$ cat src/rtl/rf_wb_arbiter_pkg.sv
// Shared definitions for the register-file write-back scheduler:
// default datapath widths, write-source encoding and starvation limit.
package rf_wb_arbiter_pkg;

    localparam int unsigned WORDLENGTH           = 32;
    localparam int unsigned REG_ADDRESS_LENGTH   = 5;
    localparam int unsigned REG_FILE_SIZE        = 32;
    localparam int unsigned STARVE_LIMIT_DEFAULT = 4;

    typedef enum logic [1:0] {
        SRC_LD  = 2'd0,
        SRC_ALU = 2'd1,
        SRC_MD  = 2'd2
    } wb_src_e;

endpackage

$ cat src/rtl/rf_scoreboard.sv
// Pending-write scoreboard for multi-cycle (mul/div) destinations.
// Tracks one bit per architectural register, reports the population
// count and answers the two decode source-register hazard queries.
module rf_scoreboard #(
    parameter int unsigned AW   = 5,
    parameter int unsigned NREG = 32
) (
    input  logic                   clk,
    input  logic                   reset,
    input  logic                   set_en,
    input  logic [AW-1:0]          set_rd,
    input  logic                   clr_en,
    input  logic [AW-1:0]          clr_rd,
    input  logic [AW-1:0]          q_rs,
    input  logic [AW-1:0]          q_rt,
    output logic                   hazard,
    output logic [$clog2(NREG):0]  pend_cnt
);

    localparam int unsigned CW = $clog2(NREG) + 1;

    logic [NREG-1:0] pending;
    logic [NREG-1:0] pend_next;
    logic [CW-1:0]   cnt_next;

    // Next pending vector: clear first so a same-cycle set wins; r0 never pends.
    always_comb begin
        pend_next = pending;
        if (clr_en) begin
            pend_next[clr_rd] = 1'b0;
        end
        if (set_en && (set_rd != '0)) begin
            pend_next[set_rd] = 1'b1;
        end
    end

    // Population count of the updated vector so pend_cnt tracks pending exactly.
    always_comb begin
        cnt_next = '0;
        for (int unsigned i = 0; i < NREG; i++) begin
            cnt_next = cnt_next + CW'(pend_next[i]);
        end
    end

    // Pending vector and its count.
    always_ff @(posedge clk or negedge reset) begin
        if (!reset) begin
            pending  <= '0;
            pend_cnt <= '0;
        end else begin
            pending  <= pend_next;
            pend_cnt <= cnt_next;
        end
    end

    // Decode hazard lookup; register 0 never reports a hazard.
    always_comb begin
        hazard = ((q_rs != '0) && pending[q_rs]) ||
                 ((q_rt != '0) && pending[q_rt]);
    end

endmodule

$ cat src/rtl/rf_wb_arbiter.sv
// Write-back scheduler for the register file's single write port.
// Arbitrates load / ALU / mul-div producers, stages the winner into a
// one-deep write register and maintains the mul/div pending scoreboard.
module rf_wb_arbiter
    import rf_wb_arbiter_pkg::*;
#(
    parameter int unsigned DW           = WORDLENGTH,
    parameter int unsigned AW           = REG_ADDRESS_LENGTH,
    parameter int unsigned NREG         = REG_FILE_SIZE,
    parameter int unsigned STARVE_LIMIT = STARVE_LIMIT_DEFAULT
) (
    input  logic                   clk,
    input  logic                   reset,
    input  logic                   ld_valid,
    input  logic [AW-1:0]          ld_rd,
    input  logic [DW-1:0]          ld_data,
    output logic                   ld_ready,
    input  logic                   alu_valid,
    input  logic [AW-1:0]          alu_rd,
    input  logic [DW-1:0]          alu_data,
    output logic                   alu_ready,
    input  logic                   md_valid,
    input  logic [AW-1:0]          md_rd,
    input  logic [DW-1:0]          md_data,
    output logic                   md_ready,
    input  logic                   iss_en,
    input  logic [AW-1:0]          iss_rd,
    input  logic [AW-1:0]          q_rs,
    input  logic [AW-1:0]          q_rt,
    output logic                   hazard,
    output logic                   rf_we,
    output logic [AW-1:0]          rf_rd,
    output logic [DW-1:0]          rf_wdata,
    output logic [$clog2(NREG):0]  pend_cnt
);

    localparam int unsigned SW = $clog2(STARVE_LIMIT + 1);
    localparam logic [SW-1:0] STARVE_MAX = SW'(STARVE_LIMIT);

    logic [SW-1:0] starve_cnt;
    logic          promote;
    logic          xfer;
    wb_src_e       grant_src;
    logic [AW-1:0] win_rd;
    logic [DW-1:0] win_data;
    logic          stage_md;

    assign promote = (starve_cnt == STARVE_MAX);
    assign xfer    = ld_ready | alu_ready | md_ready;

    // One-hot grant: LD > ALU > MD normally, MD first once starved; all low in reset.
    always_comb begin
        ld_ready  = 1'b0;
        alu_ready = 1'b0;
        md_ready  = 1'b0;
        if (reset) begin
            if (promote && md_valid) begin
                md_ready = 1'b1;
            end else if (ld_valid) begin
                ld_ready = 1'b1;
            end else if (alu_valid) begin
                alu_ready = 1'b1;
            end else if (md_valid) begin
                md_ready = 1'b1;
            end
        end
    end

    // Select the winning producer's destination and data.
    always_comb begin
        grant_src = SRC_LD;
        win_rd    = ld_rd;
        win_data  = ld_data;
        if (alu_ready) begin
            grant_src = SRC_ALU;
            win_rd    = alu_rd;
            win_data  = alu_data;
        end else if (md_ready) begin
            grant_src = SRC_MD;
            win_rd    = md_rd;
            win_data  = md_data;
        end
    end

    // Count consecutive cycles mul/div waited; saturates at the promotion point.
    always_ff @(posedge clk or negedge reset) begin
        if (!reset) begin
            starve_cnt <= '0;
        end else if (!md_valid || md_ready) begin
            starve_cnt <= '0;
        end else if (starve_cnt != STARVE_MAX) begin
            starve_cnt <= starve_cnt + SW'(1);
        end
    end

    // Staging register: writes to r0 complete the handshake but never assert rf_we.
    always_ff @(posedge clk or negedge reset) begin
        if (!reset) begin
            rf_we    <= 1'b0;
            rf_rd    <= '0;
            rf_wdata <= '0;
            stage_md <= 1'b0;
        end else if (xfer) begin
            rf_we    <= (win_rd != '0);
            rf_rd    <= win_rd;
            rf_wdata <= win_data;
            stage_md <= (grant_src == SRC_MD);
        end else begin
            rf_we    <= 1'b0;
            stage_md <= 1'b0;
        end
    end

    rf_scoreboard #(
        .AW   (AW),
        .NREG (NREG)
    ) u_scoreboard (
        .clk      (clk),
        .reset    (reset),
        .set_en   (iss_en),
        .set_rd   (iss_rd),
        .clr_en   (rf_we && stage_md),
        .clr_rd   (rf_rd),
        .q_rs     (q_rs),
        .q_rt     (q_rt),
        .hazard   (hazard),
        .pend_cnt (pend_cnt)
    );

endmodule
$ cat config.mk
export PLATFORM = sky130hd
export DESIGN_NAME = rf_wb_arbiter
export DESIGN_NICKNAME = d
export VERILOG_FILES = /design/src/rtl/rf_wb_arbiter_pkg.sv /design/src/rtl/rf_scoreboard.sv /design/src/rtl/rf_wb_arbiter.sv
export SDC_FILE = /design/constraint.sdc
export NUM_CORES = 1
export LEC_CHECK = 0
export ABC_AREA = 0
export BUFFER_PORTS_ARGS = -buffer_cell sky130_fd_sc_hd__buf_4
export CAP_MARGIN = 20
export CELL_PAD_IN_SITES_DETAIL_PLACEMENT = 1
export CELL_PAD_IN_SITES_GLOBAL_PLACEMENT = 1
export CORE_ASPECT_RATIO = 0.8
export CORE_MARGIN = 2
export CORE_UTILIZATION = 31
export CTS_CLUSTER_DIAMETER = 100
export DETAILED_ROUTE_END_ITERATION = 6
export PLACE_DENSITY = 0.79
export SYNTH_ARGS = -nofsm -noshare
export SYNTH_HDL_FRONTEND = slang
export SYNTH_SLANG_ARGS = --single-unit
$ cat constraint.sdc
create_clock -name clk -period 7.8 [get_ports clk]
set_input_delay 1.17 -clock clk [delete_from_list [all_inputs] [get_ports clk]]
set_output_delay 1.17 -clock clk [all_outputs]
set_load 0.01 [all_outputs]
**Word-level counts from Yosys, hierarchy flattened**

Cells that the tools add are included.

- $add $sub $neg: 32
- Magnitude comparators: 6
- Eq/ne operators: 3
- Mux-type cells: 32
- Bitwise logic cells: 5
- Reductions and logical operators: 15

Operators by type and width:

| cell | number |
|---|---|
| adder 6 x 1 -> 6 bit | 30 |
| 2-to-1 mux 32 bit | 4 |
| bitwise AND 32 bit | 1 |
| inverter 32 bit | 1 |
| OR 32 bit | 1 |
| < comparator 5 x 6 -> 1 bit (second input constant) | 4 |
| nonzero test 5 bit | 4 |
| 2-to-1 mux 1 bit | 18 |
| binary-select mux 1 bit (select 5 bit) | 2 |
| demux 1 bit (select 5 bit) | 2 |
| greater-or-equal comparator 5 x 1 -> 1 bit (second input constant) | 2 |
| 2-to-1 mux 5 bit | 2 |
| logical AND 1 bit | 7 |
| 2-to-1 mux 3 bit | 2 |
| 2-to-1 mux 2 bit | 2 |
| adder 3 x 1 -> 3 bit (second input constant) | 1 |
| == test 3 bit (second input constant) | 1 |
| != test 3 bit (second input constant) | 1 |
| adder 1 x 1 -> 2 bit | 1 |
| == test 2 bit (second input constant) | 1 |
| logical OR 1 bit | 2 |
| OR 1 bit | 2 |
| nonzero test 2 bit | 1 |
| zero test 1 bit | 1 |

- Flip-flop bits (word level): 80
- Input bits: 132
- Output and inout bits: 48
- Logic and storage cells: 100

**Longest topological paths before layout**

Gate-level depths: netlist of run 1.

- Depth in word-level cells: 40
- Gate-level depth with buffers: 21
- Gate-level depth less buffers: 20

**Cells and area by module**

A second synthesis of run 1 with hierarchy kept.

- Cell total of the unflattened synthesis: 509
- Area, all modules: 5167.5 sq um

By module, submodules not included:

| module | instances | cells each | area each (sq um) | sequential area each (sq um) |
|---|---|---|---|---|
| rf_scoreboard | 1 | 264 | 2865.2 | 950.9 |
| rf_wb_arbiter | 1 | 245 | 2302.2 | 1051.0 |

**Worst setup path after synthesis of run 1**

OpenSTA, ideal clock, no wires.

- Kind: input -> register
- Start point: input iss_rd[4]
- End point: register u_scoreboard.pend_cnt[4]
- Setup time: 80 ps
- Data arrival time: 6455 ps
- Required time: 7720 ps
- Path slack: 1265 ps
- Cell stages on the path: 16
- Path buffers: 0
- Cell sequence: or3_1 -> o21ai_0 -> ha_1 -> fa_1 -> fa_1 -> fa_1 -> fa_1 -> inv_1 -> fa_1 -> fa_1 -> inv_1 -> fa_1 -> fa_1 -> a21o_1 -> a21oi_1 -> xnor2_1

- Word-level cells in the longest chain between the ends: 37
- Elaborated cells between the ends (all ways): 40
- Classes of those cells: add/sub (31); order compare (2); mux (3); bitwise (1); reduce/logical (3)

Ends and longest elaborated chain:

| what | RTL line | RTL |
|---|---|---|
| start: declaration | rf_wb_arbiter.sv:27 | `input logic [AW-1:0] iss_rd,` |
| < comparator 5 x 6 -> 1 bit (not written as such) or greater-or-equal comparator 5 x 1 -> 1 bit (tied branches) | rf_scoreboard.sv:33 | `pend_next[set_rd] = 1'b1;` |
| logical AND 1 bit (not written as such) | rf_scoreboard.sv:33 |  |
| 2-to-1 mux 1 bit (not written as such) | rf_scoreboard.sv:33 |  |
| demux 1 bit (select 5 bit) | - |  |
| OR 32 bit (no line) | - |  |
| 2-to-1 mux 32 bit (*) | rf_scoreboard.sv:32 | `if (set_en && (set_rd != '0)) begin` |
| net u_scoreboard.pend_next[1] | rf_scoreboard.sv:23 | `logic [NREG-1:0] pend_next;` |
| adder 1 x 1 -> 2 bit (*) | rf_scoreboard.sv:41 | `cnt_next = cnt_next + CW'(pend_next[i]);` |
| adder 6 x 1 -> 6 bit (*) (30 in series) | rf_scoreboard.sv:41 |  |
| net u_scoreboard.cnt_next[4] | rf_scoreboard.sv:24 | `logic [CW-1:0] cnt_next;` |
| end signal: assignment | rf_scoreboard.sv:52 | `pend_cnt <= cnt_next;` |
| end: declaration | rf_scoreboard.sv:17 | `output logic [$clog2(NREG):0] pend_cnt` |

The timed path passes the listed nets; every way through them passes the cells marked *.
A chain may end at the register's enable or synchronous reset.

**Worst setup path in the final report of run 1**

- Start point: input iss_rd[1]
- End point: register u_scoreboard.pend_cnt[4]

The elaborated chain is that of the path after synthesis.

==> results.sh, run 1 <==
export IMPL_tightest_slew_ns=0.861
export IMPL_synth_area_leader_cell="dfrtp_1"
export IMPL_drv_cap=0
export IMPL_finalClockSkew_ns=0.00694
export IMPL_final_antenna_net_count=0
export IMPL_postCtsSetupBuffers=0
export IMPL_async_flop_share=1.00
export IMPL_cts_tree="yes"
export IMPL_power_switching_mw=0.501
export IMPL_rsz0062_at_grt="no"
export IMPL_syn_avg_cell_area_sq_um=9.95
export IMPL_holdPathEnd="u_scoreboard.pending[0]$_DFF_PN0_"
export IMPL_cp_start_kind="input port"
export IMPL_r2r_end="u_scoreboard.pend_cnt[4]$_DFF_PN0_"
export IMPL_grt_use_total=0.198
export IMPL_synth_top_cells_by_count="dfrtp_1 (80), o21ai_0 (58), nand2_1 (45)"
export IMPL_core_area_sq_um=16300
export IMPL_r2r_setup_slack_ns=1.33
export IMPL_ys_ff_latch=80
export IMPL_synth_most_common_cell="dfrtp_1"
export IMPL_fillers=1858
export IMPL_viasPerCell=5.24
export IMPL_power_density_nw_per_um2=214
export IMPL_crit_type="in2reg"
export IMPL_critPathMaxFanout=8
export IMPL_instances_no_fill=904
export IMPL_grt_max_degree=78
export IMPL_clk_pin_slew_worst_paths_ns=0.06
export IMPL_switching_share=0.338
export IMPL_num_rows=42
export IMPL_outcome="finished, final reports clean"
export IMPL_ys_seq_area_frac=0.391
export IMPL_route_detailed_drc=0
export IMPL_relSlewSlack=0.426
export IMPL_num_vias=4733
export IMPL_timing_rr_start="rf_rd[4]$_DFFE_PN0P_"
export IMPL_dp_hpwl_mm=13.3
export IMPL_synth_edf_count=0
export IMPL_initial_core_util=0.314
export IMPL_synth_xor_area_frac=0.00513
export IMPL_fin_tns_setup_ns=0
export IMPL_wl_per_cell_um=18.7
export IMPL_clk_path_buf_depth=2
export IMPL_cp_arrival_ns=6.96
export IMPL_numCtsBuffers=9
export IMPL_pwr_share_seq=0.353
export IMPL_antenna_found_initial=0
export IMPL_fmax_ghz=0.149
export IMPL_first_pass_iters=5
export IMPL_combPwrFrac=0.354
export IMPL_synthSimpleGateAreaFrac=0.138
export IMPL_synth_fa_ha_area_frac=0.118
export IMPL_grt_overflow=0
export IMPL_postLayoutCellArea_sq_um=6930
export IMPL_cts_root_buf="clkbuf_16"
export IMPL_synth_top_family_by_area="compound AO/OA/AOI/OAI gates"
export IMPL_netlist_area_sq_um=5120
export IMPL_dp_cells=887
export IMPL_gp_congestion=0.885
export IMPL_ff2ff_path_depth=17
export IMPL_netlist_top_cells_area="dfrtp_1 (39%), fa_1 (9.4%), o21ai_0 (5.7%), mux4_2 (5.3%), a22oi_1 (5.0%)"
export IMPL_cp_end_kind="register"
export IMPL_holdWs_ns=0.551
export IMPL_p_int_mw=0.982
export IMPL_maxSlewViolCount=0
export IMPL_synth_cell_types=45
export IMPL_synthMuxAreaShare=0.0676
export IMPL_vdd_ir_drop_max_mv=0.102
export IMPL_hold_viol_final=0
export IMPL_nNetsFinal=845
export IMPL_grt_pass1_wl_mm=27.5
export IMPL_leakage_nw=2.92
export IMPL_die_y_um=119
export IMPL_die_w_um=148
export IMPL_clk_insertion_delay_late_ns=0.34
export IMPL_holdPathStages=1
export IMPL_finalCritPeriodShare=0.860
export IMPL_placed_area_sq_um=6600
export IMPL_final_util=0.424
export IMPL_worstPathRequired_ns=8.05
export IMPL_syn2layout_area_growth_pct=35.2
export IMPL_first_iter_violations=255
export IMPL_synth_compound_area_frac=0.214
export IMPL_min_period_ns=6.71
export IMPL_cts_sinks=80
export IMPL_ys_warn_count=0
export IMPL_die_area_sq_um=17600
export IMPL_ctsResizeCount=0
export IMPL_holdCritStartpoint="u_scoreboard.pending[0]$_DFF_PN0_"
export IMPL_drive_above_1_share=0.357
export IMPL_grt_pass1_vias=5131
export IMPL_p_clk_frac=0.293
export IMPL_postCtsHoldBufs=0
export IMPL_port_buffers=179
export IMPL_io_pins=180
export IMPL_syn_inst=515
export IMPL_synth_ff_type="dfrtp_1"
export IMPL_syn_nets=681
export IMPL_setup_viol=0
export IMPL_h_tree_depth=3
export IMPL_hold_path_class="reg2reg"
export IMPL_wl_mm=16.9
export IMPL_diodes=0
export IMPL_yosys_area_top_type_share=0.391
[routing by layer]
layer | up-vias | GRT usage | share of wire
li1 | 2168 | - | -
met1 | 2369 | 0.254 | 0.43
met2 | 169 | 0.336 | 0.49
met3 | 27 | 0.0429 | 0.056
met4 | 0 | 0.0601 | 0.020
met5 | - | 0 | 0
[through the flow]
| step | worst slack (ns) | total power [mW] |
|---|---|---|
| 4_1_cts | 1.09 | 1.51 |
| 5_1_grt | 0.802 | 1.59 |
| 2_1_floorplan | 1.26 | 0.834 |
| 6_report | 1.09 | 1.48 |
| 3_5_place_dp | 0.780 | 1.06 |
| 3_3_place_gp | 0.943 | 1.03 |
[power by group through the flow]
stage / clock (mW) / sequential (mW) / combinational (mW)
finish: 0.434 / 0.524 / 0.524
detailed placement: 0 / 0.532 / 0.531
global placement: 0 / 0.526 / 0.508
global route: 0.460 / 0.534 / 0.595
CTS: 0.446 / 0.524 / 0.535
floorplan: 0 / 0.538 / 0.296
[logic make-up (layout without fill, tap and decap cells)]
family	after synthesis	after routing
AND/OR/NAND/NOR	140	140
AO/OA/AOI/OAI	165	165
flip-flops	80	80
XOR/XNOR	3	3
buffers and inverters	74	243
adder cells (fa/ha/maj)	34	34
multiplexers	19	19
[worst max-delay path by stage]
stage,slack (ns),endpoint,cells after the start,from
2_1_floorplan,1.26,u_scoreboard.pend_cnt[4]$_DFF_PN0_,16,iss_rd[4]
3_3_place_gp,0.94,u_scoreboard.pend_cnt[4]$_DFF_PN0_,17,iss_rd[4]
3_5_place_dp,0.78,u_scoreboard.pend_cnt[4]$_DFF_PN0_,17,iss_rd[4]
4_1_cts,1.09,u_scoreboard.pend_cnt[4]$_DFF_PN0_,17,iss_rd[4]
5_1_grt,0.80,u_scoreboard.pend_cnt[4]$_DFF_PN0_,17,iss_rd[1]
6_report,1.09,u_scoreboard.pend_cnt[4]$_DFF_PN0_,17,iss_rd[1]
[cells in the final DEF, fill, tap and decap left out, types with 3 or more instances in the layout]
cell	count
a21oi_1	9
nand4_1	3
a22oi_1	34
nand4b_1	5
nor2_2	11
o21ai_0	58
a22o_1	3
nor3b_1	3
nor3_1	3
buf_4	183
or3b_2	3
nand2_1	45
ha_1	10
clkbuf_16	9
a31oi_2	7
a31oi_1	29
nand3b_1	8
or3_1	3
o21a_1	13
inv_1	43
nand3_1	5
a21oi_2	3
nor2b_1	5
mux2_2	5
fa_1	24
dfrtp_1	80
nor2_1	37
mux4_2	12
[flip-flops by register name, indices dropped and copies added, names as in the netlist]
signal	count
rf_wdata	32
u_scoreboard.pending	32
rf_we	1
stage_md	1
starve_cnt	3
u_scoreboard.pend_cnt	6
rf_rd	5
[area by class of cell]
| type | instances | area, sq um | share of cell area |
|---|---|---|---|
| Multi-Input combinational cell | 361 | 2780 | 0.402 |
| Sequential cell | 80 | 2000 | 0.289 |
| Timing Repair Buffer | 184 | 1400 | 0.202 |
| Tap cell | 220 | 275 | 0.0397 |
| Clock buffer | 9 | 225 | 0.0325 |
| Inverter | 43 | 161 | 0.0233 |
| Clock inverter | 7 | 78.8 | 0.0114 |
[critical path: stages]
cell	delay, ns
buf_4	0.12
nand3b_1	0.34
o21ai_0	0.38
ha_1	0.31
fa_1	0.51
fa_1	0.54
fa_1	0.53
fa_1	0.55
inv_1	0.06
fa_1	0.50
fa_1	0.52
inv_1	0.05
fa_1	0.45
fa_1	0.42
a21o_1	0.18
a21oi_1	0.18
xnor2_1	0.14
Note: power is estimated with default switching activity, not from simulation.
==> inputs of run 2 (changes only) <==
--- a/config.mk
+++ b/config.mk
@@ -17,2 +17,3 @@
 export DETAILED_ROUTE_END_ITERATION = 6
+export HOLD_SLACK_MARGIN = 0.08
 export PLACE_DENSITY = 0.79
==> constraint.sdc (replaced) <==
create_clock -name clk -period 7.8 [get_ports clk]
set_input_delay 0.78 -clock clk [delete_from_list [all_inputs] [get_ports clk]]
set_output_delay 0.78 -clock clk [all_outputs]
set_load 0.01 [all_outputs]
==> results.sh, run 2 (synthesis gave the netlist of run 1 again) <==
export IMPL_outcome="finished, final reports clean"
export IMPL_setup_viol=0
export IMPL_rsz0062_at_grt="no"
export IMPL_diodes=0
export IMPL_reg_top3="rf_wdata: 32 flops, u_scoreboard.pending: 32 flops, u_scoreboard.pend_cnt: 6 flops"
export IMPL_leakage_nw=2.91
export IMPL_placed_area_sq_um=6600
export IMPL_relSlewSlack=0.380
export IMPL_nNetsFinal=844
export IMPL_cts_tree="yes"
export IMPL_startpoint="rf_rd[4]$_DFFE_PN0P_"
export IMPL_gp_congestion=0.893
export IMPL_vdd_ir_drop_max_mv=0.107
export IMPL_wl_mm=17.0
export IMPL_postCtsSetupBuffers=0
export IMPL_crit_type="reg2reg"
export IMPL_cts_root_buf="clkbuf_16"
export IMPL_die_y_um=119
export IMPL_r2r_end="u_scoreboard.pend_cnt[4]$_DFF_PN0_"
export IMPL_tightest_slew_ns=0.930
export IMPL_hold_path_class="in2async"
export IMPL_postLayoutCellArea_sq_um=6900
export IMPL_initial_core_util=0.314
export IMPL_clk_pin_slew_worst_paths_ns=0.06
export IMPL_cp_end_kind="register"
export IMPL_die_w_um=148
export IMPL_grt_pass1_wl_mm=27.6
export IMPL_finalClockSkew_ns=0.00444
export IMPL_fmax_ghz=0.157
export IMPL_grt_use_total=0.200
export IMPL_drive_above_1_share=0.356
export IMPL_port_buffers=179
export IMPL_holdWs_ns=0.266
export IMPL_numCtsBuffers=9
export IMPL_num_rows=42
export IMPL_grt_max_degree=76
export IMPL_cp_start_kind="register"
export IMPL_clk_path_buf_depth=2
export IMPL_critPathMaxFanout=10
export IMPL_min_period_ns=6.38
export IMPL_cts_sinks=80
export IMPL_antenna_found_initial=0
export IMPL_die_area_sq_um=17600
export IMPL_hold_viol_final=0
export IMPL_layout_common_cells="buf_4 (183), dfrtp_1 (80), o21ai_0 (58), nand2_1 (45), inv_1 (43)"
export IMPL_viasPerCell=5.18
export IMPL_cp_arrival_ns=6.64
export IMPL_io_pins=180
export IMPL_ff2ff_path_depth=17
export IMPL_maxSlewViolCount=0
export IMPL_ctsResizeCount=0
export IMPL_place_ws_ns=1.22
export IMPL_dp_hpwl_mm=13.4
export IMPL_dp_cells=887
export IMPL_instances_no_fill=903
export IMPL_grt_overflow=0
export IMPL_first_pass_iters=6
export IMPL_fillers=1852
export IMPL_first_iter_violations=315
export IMPL_syn2layout_area_growth_pct=34.7
export IMPL_power_density_nw_per_um2=217
export IMPL_worstPathRequired_ns=8.06
export IMPL_finalCritPeriodShare=0.817
export IMPL_core_area_sq_um=16300
export IMPL_clk_insertion_delay_late_ns=0.34
export IMPL_h_tree_depth=3
export IMPL_drv_cap=0
export IMPL_fin_ws_ns=1.42
export IMPL_total_power_mw=1.50
export IMPL_r2r_setup_slack_ns=1.42
export IMPL_fin_tns_setup_ns=0
export IMPL_final_util=0.422
export IMPL_wl_per_cell_um=18.8
export IMPL_route_detailed_drc=0
export IMPL_final_antenna_net_count=0
export IMPL_grt_pass1_vias=5155
export IMPL_final_common_cell="buf_4"
export IMPL_postCtsHoldBufs=0
export IMPL_timing_rr_start="rf_rd[4]$_DFFE_PN0P_"
export IMPL_num_vias=4678
-- run 2: power by group --
part | total, mW | internal (mW) | switching (mW)
clock | 0.440 | 0.264 | 0.175
combinational | 0.533 | 0.254 | 0.280
sequential | 0.524 | 0.478 | 0.0453
total | 1.50 | 0.996 | 0.500
-- run 2: routing by layer --
metal	up-vias	global-route usage	part of all wire
li1	2177	-	-
met1	2331	0.265	0.44
met2	140	0.330	0.49
met3	30	0.0372	0.053
met4	0	0.0697	0.025
met5	-	0	0
-- run 2: how the worst max path moves through the flow --
stage                                          to  slack, ns  cells past startpoint
6_report       u_scoreboard.pend_cnt[4]$_DFF_PN0_       1.42                     17
5_1_grt        u_scoreboard.pend_cnt[4]$_DFF_PN0_       1.17                     17
4_1_cts        u_scoreboard.pend_cnt[4]$_DFF_PN0_       1.42                     17
3_5_place_dp   u_scoreboard.pend_cnt[4]$_DFF_PN0_       1.22                     17
3_3_place_gp   u_scoreboard.pend_cnt[4]$_DFF_PN0_       1.29                     17
2_1_floorplan  u_scoreboard.pend_cnt[4]$_DFF_PN0_       1.65                     16
-- run 2: area by class of cell --
type                            instances  area [sq um]  share of cell area
Multi-Input combinational cell        361          2780               0.403
Sequential cell                        80          2000               0.290
Timing Repair Buffer                  183          1370               0.199
Tap cell                              220           275              0.0399
Clock buffer                           11           253              0.0366
Inverter                               43           161              0.0234
Clock inverter                          5          55.1             0.00798
-- run 2: critical path, stage by stage (launching register included) --
cell	delay, ns
dfrtp_1	0.48
or3_1	0.51
o21ai_0	0.21
o21ai_0	0.15
ha_1	0.32
fa_1	0.50
fa_1	0.52
fa_1	0.53
fa_1	0.57
inv_1	0.06
fa_1	0.49
fa_1	0.52
inv_1	0.05
fa_1	0.45
fa_1	0.42
a21o_1	0.17
a21oi_1	0.19
xnor2_1	0.14
